===== src/rtl/spi_slave_byte.sv =====
// ---------------------------------------------------------------------------
// spi_slave_byte
//
// Byte-oriented SPI slave. The external n_cs/sclk/mosi pins are oversampled
// in the sys_clk domain (sys_clk must be at least 8x sclk). Received bytes
// are emitted as rx_valid write strobes. Transmit bytes are taken from a
// show-ahead FIFO, and IDLE_BYTE is substituted when that FIFO is empty.
//
// Optional feature, macro SPI_SLAVE_FRAME_CHECK_EN:
//   adds parameter BYTES_PER_FRAME and output frame_err. frame_err pulses
//   together with frame_done when the frame ended on a partial byte, or when
//   the frame held a byte count other than BYTES_PER_FRAME.
//
// Ports:
//   sys_clk      in   system clock
//   aclr         in   asynchronous active-high reset
//   n_cs         in   chip select pin, active low
//   sclk         in   SPI clock pin
//   mosi         in   serial data in, MSB first
//   miso         out  serial data out, MSB first
//   miso_oe      out  miso pad output enable (== busy)
//   tx_data      in   tx FIFO head (show-ahead)
//   tx_empty     in   tx FIFO empty
//   tx_rdreq     out  tx FIFO pop, 1-cycle pulse
//   rx_data      out  last complete received byte
//   rx_valid     out  1-cycle strobe when rx_data updates
//   tx_underrun  out  1-cycle pulse when IDLE_BYTE is substituted
//   busy         out  frame in progress
//   frame_done   out  1-cycle pulse at frame end
//   byte_cnt     out  whole bytes received in the current or last frame
//   frame_err    out  (SPI_SLAVE_FRAME_CHECK_EN only) frame length error
// ---------------------------------------------------------------------------
module spi_slave_byte #(
  parameter logic       CPOL            = 1'b0,
  parameter logic       CPHA            = 1'b0,
  parameter logic [7:0] IDLE_BYTE       = 8'hFF
`ifdef SPI_SLAVE_FRAME_CHECK_EN
  , parameter logic [7:0] BYTES_PER_FRAME = 8'd2
`endif
) (
  input  logic       sys_clk,
  input  logic       aclr,
  input  logic       n_cs,
  input  logic       sclk,
  input  logic       mosi,
  output logic       miso,
  output logic       miso_oe,
  input  logic [7:0] tx_data,
  input  logic       tx_empty,
  output logic       tx_rdreq,
  output logic [7:0] rx_data,
  output logic       rx_valid,
  output logic       tx_underrun,
  output logic       busy,
  output logic       frame_done,
  output logic [7:0] byte_cnt
`ifdef SPI_SLAVE_FRAME_CHECK_EN
  , output logic     frame_err
`endif
);

  typedef enum logic {IDLE, ACTIVE} state_t;

  // ------------------------------------------------------------------
  // Pin synchronisers. Stage 3 of n_cs/sclk exists only for edge detect.
  // ------------------------------------------------------------------
  logic       ncs_s1, ncs_s2, ncs_s3;
  logic       sclk_s1, sclk_s2, sclk_s3;
  logic       mosi_s1, mosi_s2;
  logic [1:0] fill_reg;
  logic       armed_reg;

  // The synchroniser preset to "n_cs high" would otherwise look like a
  // falling edge when the pin is already low as reset is released. A frame
  // may only start after n_cs has genuinely been seen high once the
  // synchroniser holds real pin samples (fill_reg == 2).
  always_ff @(posedge sys_clk or posedge aclr) begin
    if (aclr) begin
      ncs_s1    <= 1'b1;
      ncs_s2    <= 1'b1;
      ncs_s3    <= 1'b1;
      sclk_s1   <= CPOL;
      sclk_s2   <= CPOL;
      sclk_s3   <= CPOL;
      mosi_s1   <= 1'b0;
      mosi_s2   <= 1'b0;
      fill_reg  <= 2'd0;
      armed_reg <= 1'b0;
    end else begin
      ncs_s1    <= n_cs;
      ncs_s2    <= ncs_s1;
      ncs_s3    <= ncs_s2;
      sclk_s1   <= sclk;
      sclk_s2   <= sclk_s1;
      sclk_s3   <= sclk_s2;
      mosi_s1   <= mosi;
      mosi_s2   <= mosi_s1;
      if (fill_reg != 2'd2) begin
        fill_reg <= fill_reg + 2'd1;
      end
      if ((fill_reg == 2'd2) && ncs_s2) begin
        armed_reg <= 1'b1;
      end
    end
  end

  logic ncs_fall, ncs_rise, sclk_edge, lead, trail, sample_edge, shift_edge;

  assign ncs_fall    = armed_reg & ncs_s3 & ~ncs_s2;
  assign ncs_rise    = ~ncs_s3 & ncs_s2;
  assign sclk_edge   = sclk_s2 ^ sclk_s3;
  assign lead        = sclk_edge & (sclk_s2 != CPOL);
  assign trail       = sclk_edge & (sclk_s2 == CPOL);
  assign sample_edge = CPHA ? trail : lead;
  assign shift_edge  = CPHA ? lead : trail;

  // ------------------------------------------------------------------
  // Frame state machine and datapath
  // ------------------------------------------------------------------
  state_t     state_reg, state_next;
  logic [2:0] bit_cnt_reg, bit_cnt_next;
  logic [7:0] byte_cnt_reg, byte_cnt_next;
  logic [6:0] rx_sh_reg, rx_sh_next;
  logic [7:0] rx_data_reg, rx_data_next;
  logic [7:0] tx_sh_reg, tx_sh_next;
  logic       first_shift_reg, first_shift_next;
  logic       busy_reg, busy_next;
  logic       rx_valid_reg, rx_valid_next;
  logic       tx_rdreq_reg, tx_rdreq_next;
  logic       tx_underrun_reg, tx_underrun_next;
  logic       frame_done_reg, frame_done_next;
  logic       tx_load;
`ifdef SPI_SLAVE_FRAME_CHECK_EN
  logic       frame_err_reg, frame_err_next;
`endif

  always_comb begin
    state_next       = state_reg;
    bit_cnt_next     = bit_cnt_reg;
    byte_cnt_next    = byte_cnt_reg;
    rx_sh_next       = rx_sh_reg;
    rx_data_next     = rx_data_reg;
    tx_sh_next       = tx_sh_reg;
    first_shift_next = first_shift_reg;
    busy_next        = busy_reg;
    rx_valid_next    = 1'b0;
    tx_rdreq_next    = 1'b0;
    tx_underrun_next = 1'b0;
    frame_done_next  = 1'b0;
    tx_load          = 1'b0;
`ifdef SPI_SLAVE_FRAME_CHECK_EN
    frame_err_next   = 1'b0;
`endif

    case (state_reg)
      IDLE: begin
        // sclk edges in this state (including the n_cs fall cycle) are ignored.
        if (ncs_fall) begin
          state_next       = ACTIVE;
          bit_cnt_next     = 3'd0;
          byte_cnt_next    = 8'd0;
          busy_next        = 1'b1;
          first_shift_next = 1'b1;
          // In CPHA=0 the first bit must be on miso before the first edge.
          if (!CPHA) begin
            tx_load = 1'b1;
          end
        end
      end

      ACTIVE: begin
        if (ncs_rise) begin
          // Partial byte is dropped; byte_cnt is kept for the consumer.
          state_next      = IDLE;
          busy_next       = 1'b0;
          frame_done_next = 1'b1;
          bit_cnt_next    = 3'd0;
`ifdef SPI_SLAVE_FRAME_CHECK_EN
          frame_err_next  = (bit_cnt_reg != 3'd0) || (byte_cnt_reg != BYTES_PER_FRAME);
`endif
        end else if (!ncs_s2) begin
          if (sample_edge) begin
            rx_sh_next   = {rx_sh_reg[5:0], mosi_s2};
            bit_cnt_next = bit_cnt_reg + 3'd1;
            if (bit_cnt_reg == 3'd7) begin
              rx_data_next  = {rx_sh_reg, mosi_s2};
              rx_valid_next = 1'b1;
              if (byte_cnt_reg != 8'hFF) begin
                byte_cnt_next = byte_cnt_reg + 8'd1;
              end
            end
          end
          if (shift_edge) begin
            first_shift_next = 1'b0;
            // CPHA=0 already loaded at frame start, so its first shift
            // edge never reloads.
            if ((bit_cnt_reg == 3'd0) && (CPHA || !first_shift_reg)) begin
              tx_load = 1'b1;
            end else begin
              tx_sh_next = {tx_sh_reg[6:0], 1'b0};
            end
          end
        end
      end

      default: state_next = IDLE;
    endcase

    if (tx_load) begin
      if (!tx_empty) begin
        tx_sh_next    = tx_data;
        tx_rdreq_next = 1'b1;
      end else begin
        tx_sh_next       = IDLE_BYTE;
        tx_underrun_next = 1'b1;
      end
    end
  end

  always_ff @(posedge sys_clk or posedge aclr) begin
    if (aclr) begin
      state_reg       <= IDLE;
      bit_cnt_reg     <= 3'd0;
      byte_cnt_reg    <= 8'd0;
      rx_sh_reg       <= 7'd0;
      rx_data_reg     <= 8'd0;
      tx_sh_reg       <= IDLE_BYTE;
      first_shift_reg <= 1'b0;
      busy_reg        <= 1'b0;
      rx_valid_reg    <= 1'b0;
      tx_rdreq_reg    <= 1'b0;
      tx_underrun_reg <= 1'b0;
      frame_done_reg  <= 1'b0;
`ifdef SPI_SLAVE_FRAME_CHECK_EN
      frame_err_reg   <= 1'b0;
`endif
    end else begin
      state_reg       <= state_next;
      bit_cnt_reg     <= bit_cnt_next;
      byte_cnt_reg    <= byte_cnt_next;
      rx_sh_reg       <= rx_sh_next;
      rx_data_reg     <= rx_data_next;
      tx_sh_reg       <= tx_sh_next;
      first_shift_reg <= first_shift_next;
      busy_reg        <= busy_next;
      rx_valid_reg    <= rx_valid_next;
      tx_rdreq_reg    <= tx_rdreq_next;
      tx_underrun_reg <= tx_underrun_next;
      frame_done_reg  <= frame_done_next;
`ifdef SPI_SLAVE_FRAME_CHECK_EN
      frame_err_reg   <= frame_err_next;
`endif
    end
  end

  assign miso        = tx_sh_reg[7];
  assign miso_oe     = busy_reg;
  assign busy        = busy_reg;
  assign tx_rdreq    = tx_rdreq_reg;
  assign tx_underrun = tx_underrun_reg;
  assign rx_data     = rx_data_reg;
  assign rx_valid    = rx_valid_reg;
  assign frame_done  = frame_done_reg;
  assign byte_cnt    = byte_cnt_reg;
`ifdef SPI_SLAVE_FRAME_CHECK_EN
  assign frame_err   = frame_err_reg;
`endif

endmodule


===== config.mk =====
export PLATFORM = sky130hd
export DESIGN_NAME = spi_slave_byte
export DESIGN_NICKNAME = d
export VERILOG_FILES = /design/src/rtl/spi_slave_byte.sv
export SDC_FILE = /design/constraint.sdc
export NUM_CORES = 1
export LEC_CHECK = 0
export BUFFER_PORTS_ARGS = -buffer_cell sky130_fd_sc_hd__buf_2
export CAP_MARGIN = 20
export CORE_MARGIN = 2
export CORE_UTILIZATION = 60
export CTS_CLUSTER_SIZE = 10
export DETAILED_ROUTE_END_ITERATION = 6
export HOLD_SLACK_MARGIN = 0.08
export PLACE_DENSITY = 0.94
export SETUP_SLACK_MARGIN = 0.4
export SYNTH_ARGS = -nofsm -noshare
export SYNTH_HDL_FRONTEND = slang
export SYNTH_SLANG_ARGS = --single-unit

===== constraint.sdc =====
create_clock -name sys_clk -period 3.8 [get_ports sys_clk]
set_clock_uncertainty 0.15 [all_clocks]
set_input_delay 0.76 -clock sys_clk [delete_from_list [all_inputs] [get_ports sys_clk]]
set_output_delay 0.76 -clock sys_clk [all_outputs]
set_load 0.005 [all_outputs]

==> results.py, run 1 <==
metrics = {
    "global_route": {
        "grt_pass1_vias": 1488,
        "grt_use_total": 0.210,
        "grt_overflow": 0,
        "grt_max_degree": 53,
        "grt_pass1_wl_mm": 6.64,
        "antenna_found_initial": 0,
    },
    "synth": {
        "synthArstFlopShare": 1.00,
        "synth-edff-count": 0,
        "mappedNetlistArea_sq_mm": 0.00231,
        "yosys_warnings": 0,
        "yosysSeqAreaShare": 0.569,
        "synth_commonest_cells": "nand2_1 (49), dfrtp_1 (41), nor2_1 (15)",
        "synth_area_per_cell_sq_um": 11.4,
        "yosysMostFrequentCell": "nand2_1",
        "yosysTopAreaCell": "dfrtp_1",
        "synthTopCellsByArea": "dfrtp_1 (44%), dfstp_2 (13%), nand2_1 (8.0%), mux2_2 (3.9%), ha_1 (2.7%)",
        "ys_ff_latch": 52,
        "netlist_instances": 203,
        "yosysTopAreaCellShare": 0.444,
        "ys.flop_type": "dfrtp_1",
        "syn_nets": 222,
        "ys_types": 39,
    },
    "final_layout": {
        "antenna_cells": 0,
        "num-fill-cells": 267,
        "seq_area_sq_mm": 0.00132,
        "multi_input_area_sq_um": 910,
        "drive_gt1_frac": 0.326,
        "nNetsFinal": 257,
        "area_delta_synth_final_pct": 12.5,
    },
    "timing": {
        "worstMarginPinSlew_ns": 0.685,
        "hold_viol": 0,
        "timing.final.crit_share": 0.500,
        "fmax_mhz": 526,
        "finalWorstSetupSlack_ns": 1.90,
        "rsz0062_at_grt": "no",
        "setup_viol": 0,
        "slew_headroom": 0.541,
        "slew_viol_final": 0,
        "fin_setup_tns_ns": 0,
        "min_period_ns": 1.90,
    },
    "critical_path": {
        "path_cells": "buf_2",
        "slowest_delay_ns": 0.51,
        "cp_num_buf_inv": 1,
        "crit_family": "flip-flops",
        "critPathMaxFanout": 8,
        "arrival_ns": 0.99,
        "crit_slowest_cell": "dfrtp_1",
        "start_kind": "flop",
        "worstSetupEndpointType": "output pin",
        "criticalPathCategory": "flop to output pin",
        "worstPathRequired_ns": 2.89,
    },
    "floorplan": {
        "row_count": 22,
        "core_area_sq_mm": 0.00369,
        "die-area_sq_mm": 0.00436,
        "chipWidth_um": 66.1,
        "top_level_ports": 37,
        "die_y_um": 66.1,
        "start_util": 0.627,
    },
    "power_and_ir_drop": {
        "p_leak_nw": 1.31,
        "vdd_drop_max_mv": 0.314,
        "power.density_mw_per_mm2": 432,
    },
    "drt": {
        "met2_length_mm": 1.99,
        "wl_per_cell_um": 13.7,
        "vias": 1569,
        "drt_first_pass_iters": 4,
        "wl_met1_mm": 1.69,
        "vias_per_cell": 5.47,
        "route.detailed.drc": 0,
        "drt_iter0_drc": 110,
        "drt_wl_total_mm": 3.93,
        "ant_nets": 0,
        "wl_met3_um": 143,
        "top_layer": "met4",
    },
    "placed_design": {
        "gp_congestion": 0.761,
        "dp_hpwl_mm": 2.76,
        "place_ws_ns": 1.93,
        "port_buffers": 36,
    },
    "clock_tree": {
        "cts_tree": "built",
        "root_buffer": "clkbuf_8",
        "cts_setup_buffers": 0,
        "ctsHtreeMaxLevel": 2,
        "cts.sink_count": 52,
        "clkLatencyLatePin_ns": 0.31,
        "cts.path.max_buffers": 2,
        "clk_pin_slew_ns": 0.09,
        "cts_buffers": 5,
        "post_cts_resized": 0,
        "hold_buffers": 0,
    },
    "job": {
        "maxCapViolCount": 0,
    },
    "worst_hold_path": {
        "hp-class": "flop to flop",
    },
    "status": {
        "status": "complete, no violations",
    },
}
==> stage by stage <==
step	cell area [sq um]	hold WS, ns	total power, mW	util	std cells
3_3_place_gp	2490	0.183	0.798	0.674	278
3_5_place_dp	2490	0.187	0.813	0.674	278
2_1_floorplan	2310	0.181	0.772	-	203
5_1_grt	2600	0.221	1.18	0.705	287
4_1_cts	2580	0.207	1.13	0.699	286
6_report	2600	0.203	1.12	0.705	287
==> path summary, 6_finish.rpt <==
kind                                     end  slack, ns   startpoint  cells past startpoint
worst max-delay path             byte_cnt[7]       1.90  byte_cnt[7]                      1
worst min-delay path                 mosi_s2       0.20      mosi_s1                      0
worst max register to register   byte_cnt[5]       1.94    state_reg                      4
worst min register to register       mosi_s2       0.20      mosi_s1                      0
max in group asynchronous       tx_sh_reg[6]       2.59         aclr                      3
min in group asynchronous        byte_cnt[5]       0.32         aclr                      2
==> power by group <==
part	leakage [nW]	switching, mW	internal [mW]	total [mW]
Combinational	0.607	0.0826	0.0580	0.141
Sequential	0.653	0.0375	0.626	0.664
Clock	0.0510	0.172	0.145	0.317
==> metal layers <==
metal | vias to the layer above | GRT usage
met1 | 763 | 0.247
met4 | 0 | 0.145
li1 | 768 | -
met3 | 9 | 0.0494
met2 | 29 | 0.340
met5 | - | 0
==> cell usage in the layout, fill, tap and decap left out, types with 2 or more instances in the layout <==
cell and n:
a22o_1 2, xnor2_1 2, o221ai_1 7, a31oi_1 2
a21oi_1 4, mux2i_1 4, nand2_1 49, mux2_2 8
nand2b_1 2, o21ai_0 11, ha_1 5, buf_2 36
nor2_1 15, a211oi_1 2, clkinv_2 2, inv_1 4
clkbuf_8 6, dfrtp_1 41, nand3_1 4, and4bb_2 2
dfstp_2 11, inv_2 2
==> logic make-up (layout without fill, tap and decap cells) <==
kind of cell / count (synthesis) / after routing / share of synthesized area
DFF: 52 / 52 / 0.569
muxes: 12 / 12 / 0.0563
xor gates and xnor gates: 2 / 2 / 0.00758
AOI/OAI and AO/OA: 31 / 31 / 0.0975
adders and majority gates: 5 / 5 / 0.0271
buffers and inverters: 15 / 51 / 0.0374
and+or+nand+nor: 86 / 86 / 0.205
==> final cells by class <==
class / instances / area share
Clock buffer: 6 / 0.0318
Clock inverter: 2 / 0.00385
Inverter: 6 / 0.00866
Multi-Input combinational cell: 136 / 0.350
Sequential cell: 52 / 0.506
Tap cell: 48 / 0.0231
Timing Repair Buffer: 37 / 0.0770
Note: power is estimated with default switching activity, not from simulation.
==> inputs of run 2 (changes only) <==
- CORE_UTILIZATION: 60 -> 50
- PLACE_DENSITY: 0.94 -> 0.85
- clock period: 3.8 -> 1.66 ns (I/O delays scaled with it)
==> run 2 against run 1 <==
- clock power rose to 2.8 times the previous value
- combinational power rose to 4.1 times the previous value
- sequential power up 130%
- the flow now finishes with violations (negative setup slack)
- setup slack worse by 1.9 ns
- non-clock buffer count up 37
- critical path type is now flop to flop
- die area up 19%
- design area up 24%
- total power rose to 2.7 times the previous value
- global-route usage down 0.42 points
- register-to-register slack worse by 2.0 ns
- largest cell class unchanged
- worst hold slack worse by 0.074 ns
==> results.py, run 2 (same netlist as run 1, synthesis figures left out) <==
metrics = {
    "timing": {
        "worstMarginPinSlew_ns": 0.316,
        "slew_viol_final": 0,
        "hold_viol": 0,
        "timing.final.crit_share": 1.02,
        "finalWorstSetupSlack_ns": -0.0271,
        "min_period_ns": 1.69,
        "hold_slack_ns": 0.129,
        "slew_headroom": 0.789,
        "setup_viol": 5,
        "fin_setup_tns_ns": -0.0530,
        "fmax_mhz": 593,
        "rsz0062_at_grt": "yes",
    },
    "job": {
        "maxCapViolCount": 0,
    },
    "drt": {
        "drt_wl_total_mm": 5.62,
        "drt_first_pass_iters": 4,
        "wl_per_cell_um": 17.1,
        "vias": 1856,
        "route.detailed.drc": 0,
        "vias_per_cell": 5.66,
        "drt_iter0_drc": 120,
        "ant_nets": 0,
    },
    "final_layout": {
        "stdcell_area_sq_mm": 0.00322,
        "final_cell_mix": "nand2_1 (43), dfrtp_1 (38), buf_2 (31)",
        "num-fill-cells": 274,
        "area_delta_synth_final_pct": 39.2,
        "nNetsFinal": 294,
        "layout_commonest_cell": "nand2_1",
        "instances_no_fill": 328,
        "final_util": 0.729,
        "antenna_cells": 0,
        "drive_gt1_frac": 0.514,
    },
    "placed_design": {
        "dp_hpwl_mm": 3.05,
        "placed_cell_area_sq_mm": 0.00266,
        "placed_cells": 292,
        "place_ws_ns": 0.0242,
        "gp_congestion": 0.841,
        "port_buffers": 36,
    },
    "floorplan": {
        "top_level_ports": 37,
        "start_util": 0.524,
        "chipWidth_um": 72.0,
        "row_count": 24,
        "die-area_sq_mm": 0.00518,
        "core_area_sq_mm": 0.00441,
        "die_y_um": 72.0,
    },
    "worst_hold_path": {
        "whs_path_depth": 3,
        "hold_start": "tx_data[0]",
        "hp-class": "input pin to flop",
        "hold_end": "tx_sh_reg[0]",
    },
    "critical_path": {
        "r2r_setup_slack_ns": -0.03,
        "worstSetupEndpointType": "flop",
        "start_kind": "flop",
        "criticalPathCategory": "flop to flop",
        "worstPathRequired_ns": 1.75,
        "r2r_start": "bit_cnt_reg[0]",
        "timing.rr.end": "tx_sh_reg[2]",
        "arrival_ns": 1.77,
        "critPathMaxFanout": 8,
        "reg2reg_depth": 7,
    },
    "global_route": {
        "grt_overflow": 0,
        "grt_use_total": 0.206,
        "grt_max_degree": 53,
        "grt_pass1_vias": 1724,
        "grt_pass1_wl_mm": 8.04,
        "antenna_found_initial": 0,
    },
    "clock_tree": {
        "cts_buffers": 5,
        "cts.sink_count": 52,
        "ctsHtreeMaxLevel": 2,
        "root_buffer": "clkbuf_8",
        "cts_tree": "built",
        "cts.path.max_buffers": 2,
        "clk_pin_slew_ns": 0.09,
        "clkLatencyLatePin_ns": 0.31,
    },
    "status": {
        "violations": "negative setup slack",
        "status": "finished with violations",
    },
    "power_and_ir_drop": {
        "vdd_drop_max_mv": 0.571,
        "power.density_mw_per_mm2": 933,
        "p_total_mw": 3.00,
        "p_leak_nw": 1.55,
    },
}
-- run 2: cell count changes in the layout (fill, tap and decap cells not counted), moves of 5 or more --
cell	delta
buf_2	-5
nand2_1	-6
o21ai_0	-8
buf_4	+19
nand2_2	+5
o21ai_2	+5
buf_6	+16
-- run 2: worst max-delay path by stage --
stage,start,endpoint,slack (ns),depth (start not counted)
final,bit_cnt_reg[0],tx_sh_reg[2],-0.03,7
after global routing,bit_cnt_reg[0],tx_sh_reg[2],-0.12,7
after CTS,bit_cnt_reg[0],byte_cnt[5],0.07,6
after detailed placement,bit_cnt_reg[0],byte_cnt[6],0.02,6
after global placement,ncs_s2,rx_data[6],0.09,3
after floorplan,bit_cnt_reg[0],byte_cnt[6],0.14,6
-- run 2: area by class of cell --
type,count,area [sq um],share of cell area
sequential,52,1320,0.410
tap,52,65.1,0.0202
clock inverter,3,42.5,0.0132
clock buffer,5,68.8,0.0214
inverter,6,31.3,0.00972
timing repair buffer,74,603,0.187
multi-input combinational,136,1090,0.338
-- run 2: power breakdown --
group,total [mW],switching (mW),internal (mW)
Clock,0.883,0.436,0.446
Sequential,1.54,0.104,1.44
Combinational,0.579,0.284,0.295
Total,3.00,0.824,2.18
-- run 2: per-layer routing --
metal  GRT usage  routed length (um)  share of wire  vias up
li1            -                   -              -      845
met1       0.247                2130           0.38      919
met2       0.355                2950           0.52       68
met3      0.0333                 285          0.051       24
met4       0.111                 253          0.045        0
met5           0                   0              0        -
-- run 2: repair_timing --
action | CTS | global route
hold buffers | 4 | 0
buffers inserted | 17 | 6
hold endpoints to repair | 44 | 0
resized for setup | 21 | 30
setup endpoints to repair | 62 | 63
gates cloned | 0 | 1
pin swaps | 8 | 8
-- run 2: critical path: stages (launching register included) --
cell	delay, ns
dfrtp_1	0.43
inv_1	0.08
ha_2	0.16
nor3b_4	0.31
buf_12	0.18
nand2_1	0.07
o21ai_1	0.11
o221ai_1	0.13
==> inputs of run 3 (changes only) <==
- CORE_MARGIN: 2 -> unset
- CORE_UTILIZATION: 50 -> 55
- PLACE_DENSITY: 0.85 -> 0.88
- clock period: 1.66 -> 1.58 ns (I/O delays scaled with it)
==> run 3 against run 2 <==
- the run still ends with negative setup slack left
- setup slack worse by 0.25 ns
- combinational power rose by 21%
- core utilization up 13 points
- die area shrank 14%
- sequential share of layout area down 3.1 points
- global-route usage is 9.5 points higher
- total power grew 20%
- highest routed layer unchanged
- register-to-register slack got worse by 0.25 ns
- flip-flop and latch count unchanged
- sequential power increased by 7%
- first-iteration DRC count increased by 83%
- critical endpoint is now byte_cnt[6]
==> results.py, run 3 (same netlist as run 1, synthesis figures left out) <==
metrics = {
    "critical_path": {
        "timing.rr.end": "byte_cnt[6]",
        "critPathMaxFanout": 4,
        "startpoint": "bit_cnt_reg[0]",
        "start_kind": "flop",
        "worstSetupEndpointType": "flop",
        "path_cells": "ha_2 -> ha_4 -> inv_4 -> buf_12 -> nor4_4 -> mux2i_1 -> nor2_1",
        "cp_num_buf_inv": 2,
        "criticalPathCategory": "flop to flop",
        "r2r_start": "bit_cnt_reg[0]",
        "slowest_delay_ns": 0.42,
        "worstPathRequired_ns": 1.63,
        "reg2reg_depth": 7,
        "crit_family": "adder cells",
        "r2r_setup_slack_ns": -0.27,
        "arrival_ns": 1.91,
        "crit_slowest_cell": "dfrtp_1",
    },
    "placed_design": {
        "placed_cells": 298,
        "gp_congestion": 0.812,
        "port_buffers": 36,
        "dp_hpwl_mm": 3.24,
        "place_ws_ns": -0.0282,
        "placed_cell_area_sq_mm": 0.00271,
    },
    "clock_tree": {
        "ctsHtreeMaxLevel": 2,
        "clk_pin_slew_ns": 0.10,
        "root_buffer": "clkbuf_8",
        "cts.path.max_buffers": 2,
        "clkLatencyLatePin_ns": 0.32,
        "cts_tree": "built",
        "cts.sink_count": 52,
        "cts_buffers": 5,
    },
    "final_layout": {
        "instances_no_fill": 342,
        "area_delta_synth_final_pct": 50.5,
        "antenna_cells": 0,
        "nNetsFinal": 310,
        "layout_commonest_cell": "dfrtp_1",
        "stdcell_area_sq_mm": 0.00348,
        "final_cell_mix": "dfrtp_1 (39), nand2_1 (32), buf_2 (32)",
        "drive_gt1_frac": 0.606,
    },
    "drt": {
        "vias": 2058,
        "vias_per_cell": 6.02,
        "ant_nets": 0,
        "route.detailed.drc": 0,
        "drt_iter0_drc": 219,
        "drt_wl_total_mm": 7.55,
        "drt_first_pass_iters": 4,
        "wl_per_cell_um": 22.1,
    },
    "power_and_ir_drop": {
        "vdd_drop_max_mv": 0.889,
        "p_leak_nw": 1.73,
        "power.density_mw_per_mm2": 1030,
    },
    "floorplan": {
        "die_y_um": 66.8,
        "top_level_ports": 37,
        "die-area_sq_mm": 0.00446,
        "core_area_sq_mm": 0.00403,
        "chipWidth_um": 66.8,
        "start_util": 0.574,
        "row_count": 23,
    },
    "timing": {
        "worstMarginPinSlew_ns": 0.519,
        "rsz0062_at_grt": "yes",
        "min_period_ns": 1.85,
        "hold_viol": 0,
        "finalWorstSetupSlack_ns": -0.273,
        "slew_viol_final": 0,
        "slew_headroom": 0.654,
        "hold_slack_ns": 0.163,
        "fmax_mhz": 540,
        "setup_viol": 25,
        "timing.final.crit_share": 1.17,
    },
    "global_route": {
        "grt_max_degree": 28,
        "antenna_found_initial": 0,
        "grt_pass1_wl_mm": 9.75,
        "grt_pass1_vias": 2022,
        "grt_use_total": 0.301,
        "grt_overflow": 0,
    },
    "status": {
        "violations": "negative setup slack",
        "status": "finished with violations",
    },
    "worst_hold_path": {
        "hp-class": "input pin to flop",
        "hold_end": "tx_rdreq",
        "hold_start": "tx_empty",
        "whs_path_depth": 2,
    },
    "job": {
        "maxCapViolCount": 0,
    },
}
run 3: changes by cell type in the layout (fill, tap and decap cells not counted), moves of 3 or more:
cell	delta
nand2_4	+3
nand2_1	-11
buf_4	+11
inv_2	+3
nand2_2	+9
run 3: area by class of cell:
type | instances | area (sq um)
fill | 171 | 551
timing repair buffer | 90 | 741
inverter | 6 | 28.8
multi-input combinational | 136 | 1170
tap | 50 | 62.6
clock buffer | 5 | 68.8
clock inverter | 3 | 90.1
sequential | 52 | 1320
run 3: layer usage:
metal	vias up	share of wire	wire, um	GRT usage
met1	1039	0.39	2930	0.365
met5	-	0	0	0
met3	33	0.058	440	0.0634
met2	115	0.51	3850	0.506
met4	0	0.045	337	0.144
li1	871	-	-	-
run 3: worst max-delay path by stage:
stage / end / cells past startpoint
3_3_place_gp: byte_cnt[4] / 5
3_5_place_dp: rx_data[4] / 3
2_1_floorplan: byte_cnt[6] / 6
4_1_cts: byte_cnt[5] / 6
5_1_grt: byte_cnt[6] / 7
6_report: byte_cnt[6] / 7
run 3: where the power goes:
group | internal [mW] | total, mW | switching (mW)
Combinational | 0.335 | 0.700 | 0.365
Sequential | 1.51 | 1.65 | 0.136
Clock | 0.791 | 1.24 | 0.453
run 3: repair_timing:
item,in CTS,in global routing
endpoints found under the setup margin,63,102
gates cloned,0,1
buffers inserted,21,9
pin swaps,8,11
hold endpoints to repair,11,0
resized for setup,38,38
hold buffers,5,0
run 3: stage by stage:
stage	total power, mW	TNS [ns]	utilization
after global routing	3.70	-3.06	0.863
after global placement	2.01	0	0.674
after floorplan	1.90	0	-
after CTS	3.35	-0.0124	0.801
after detailed placement	2.04	-0.135	0.674
final	3.59	-1.68	0.863
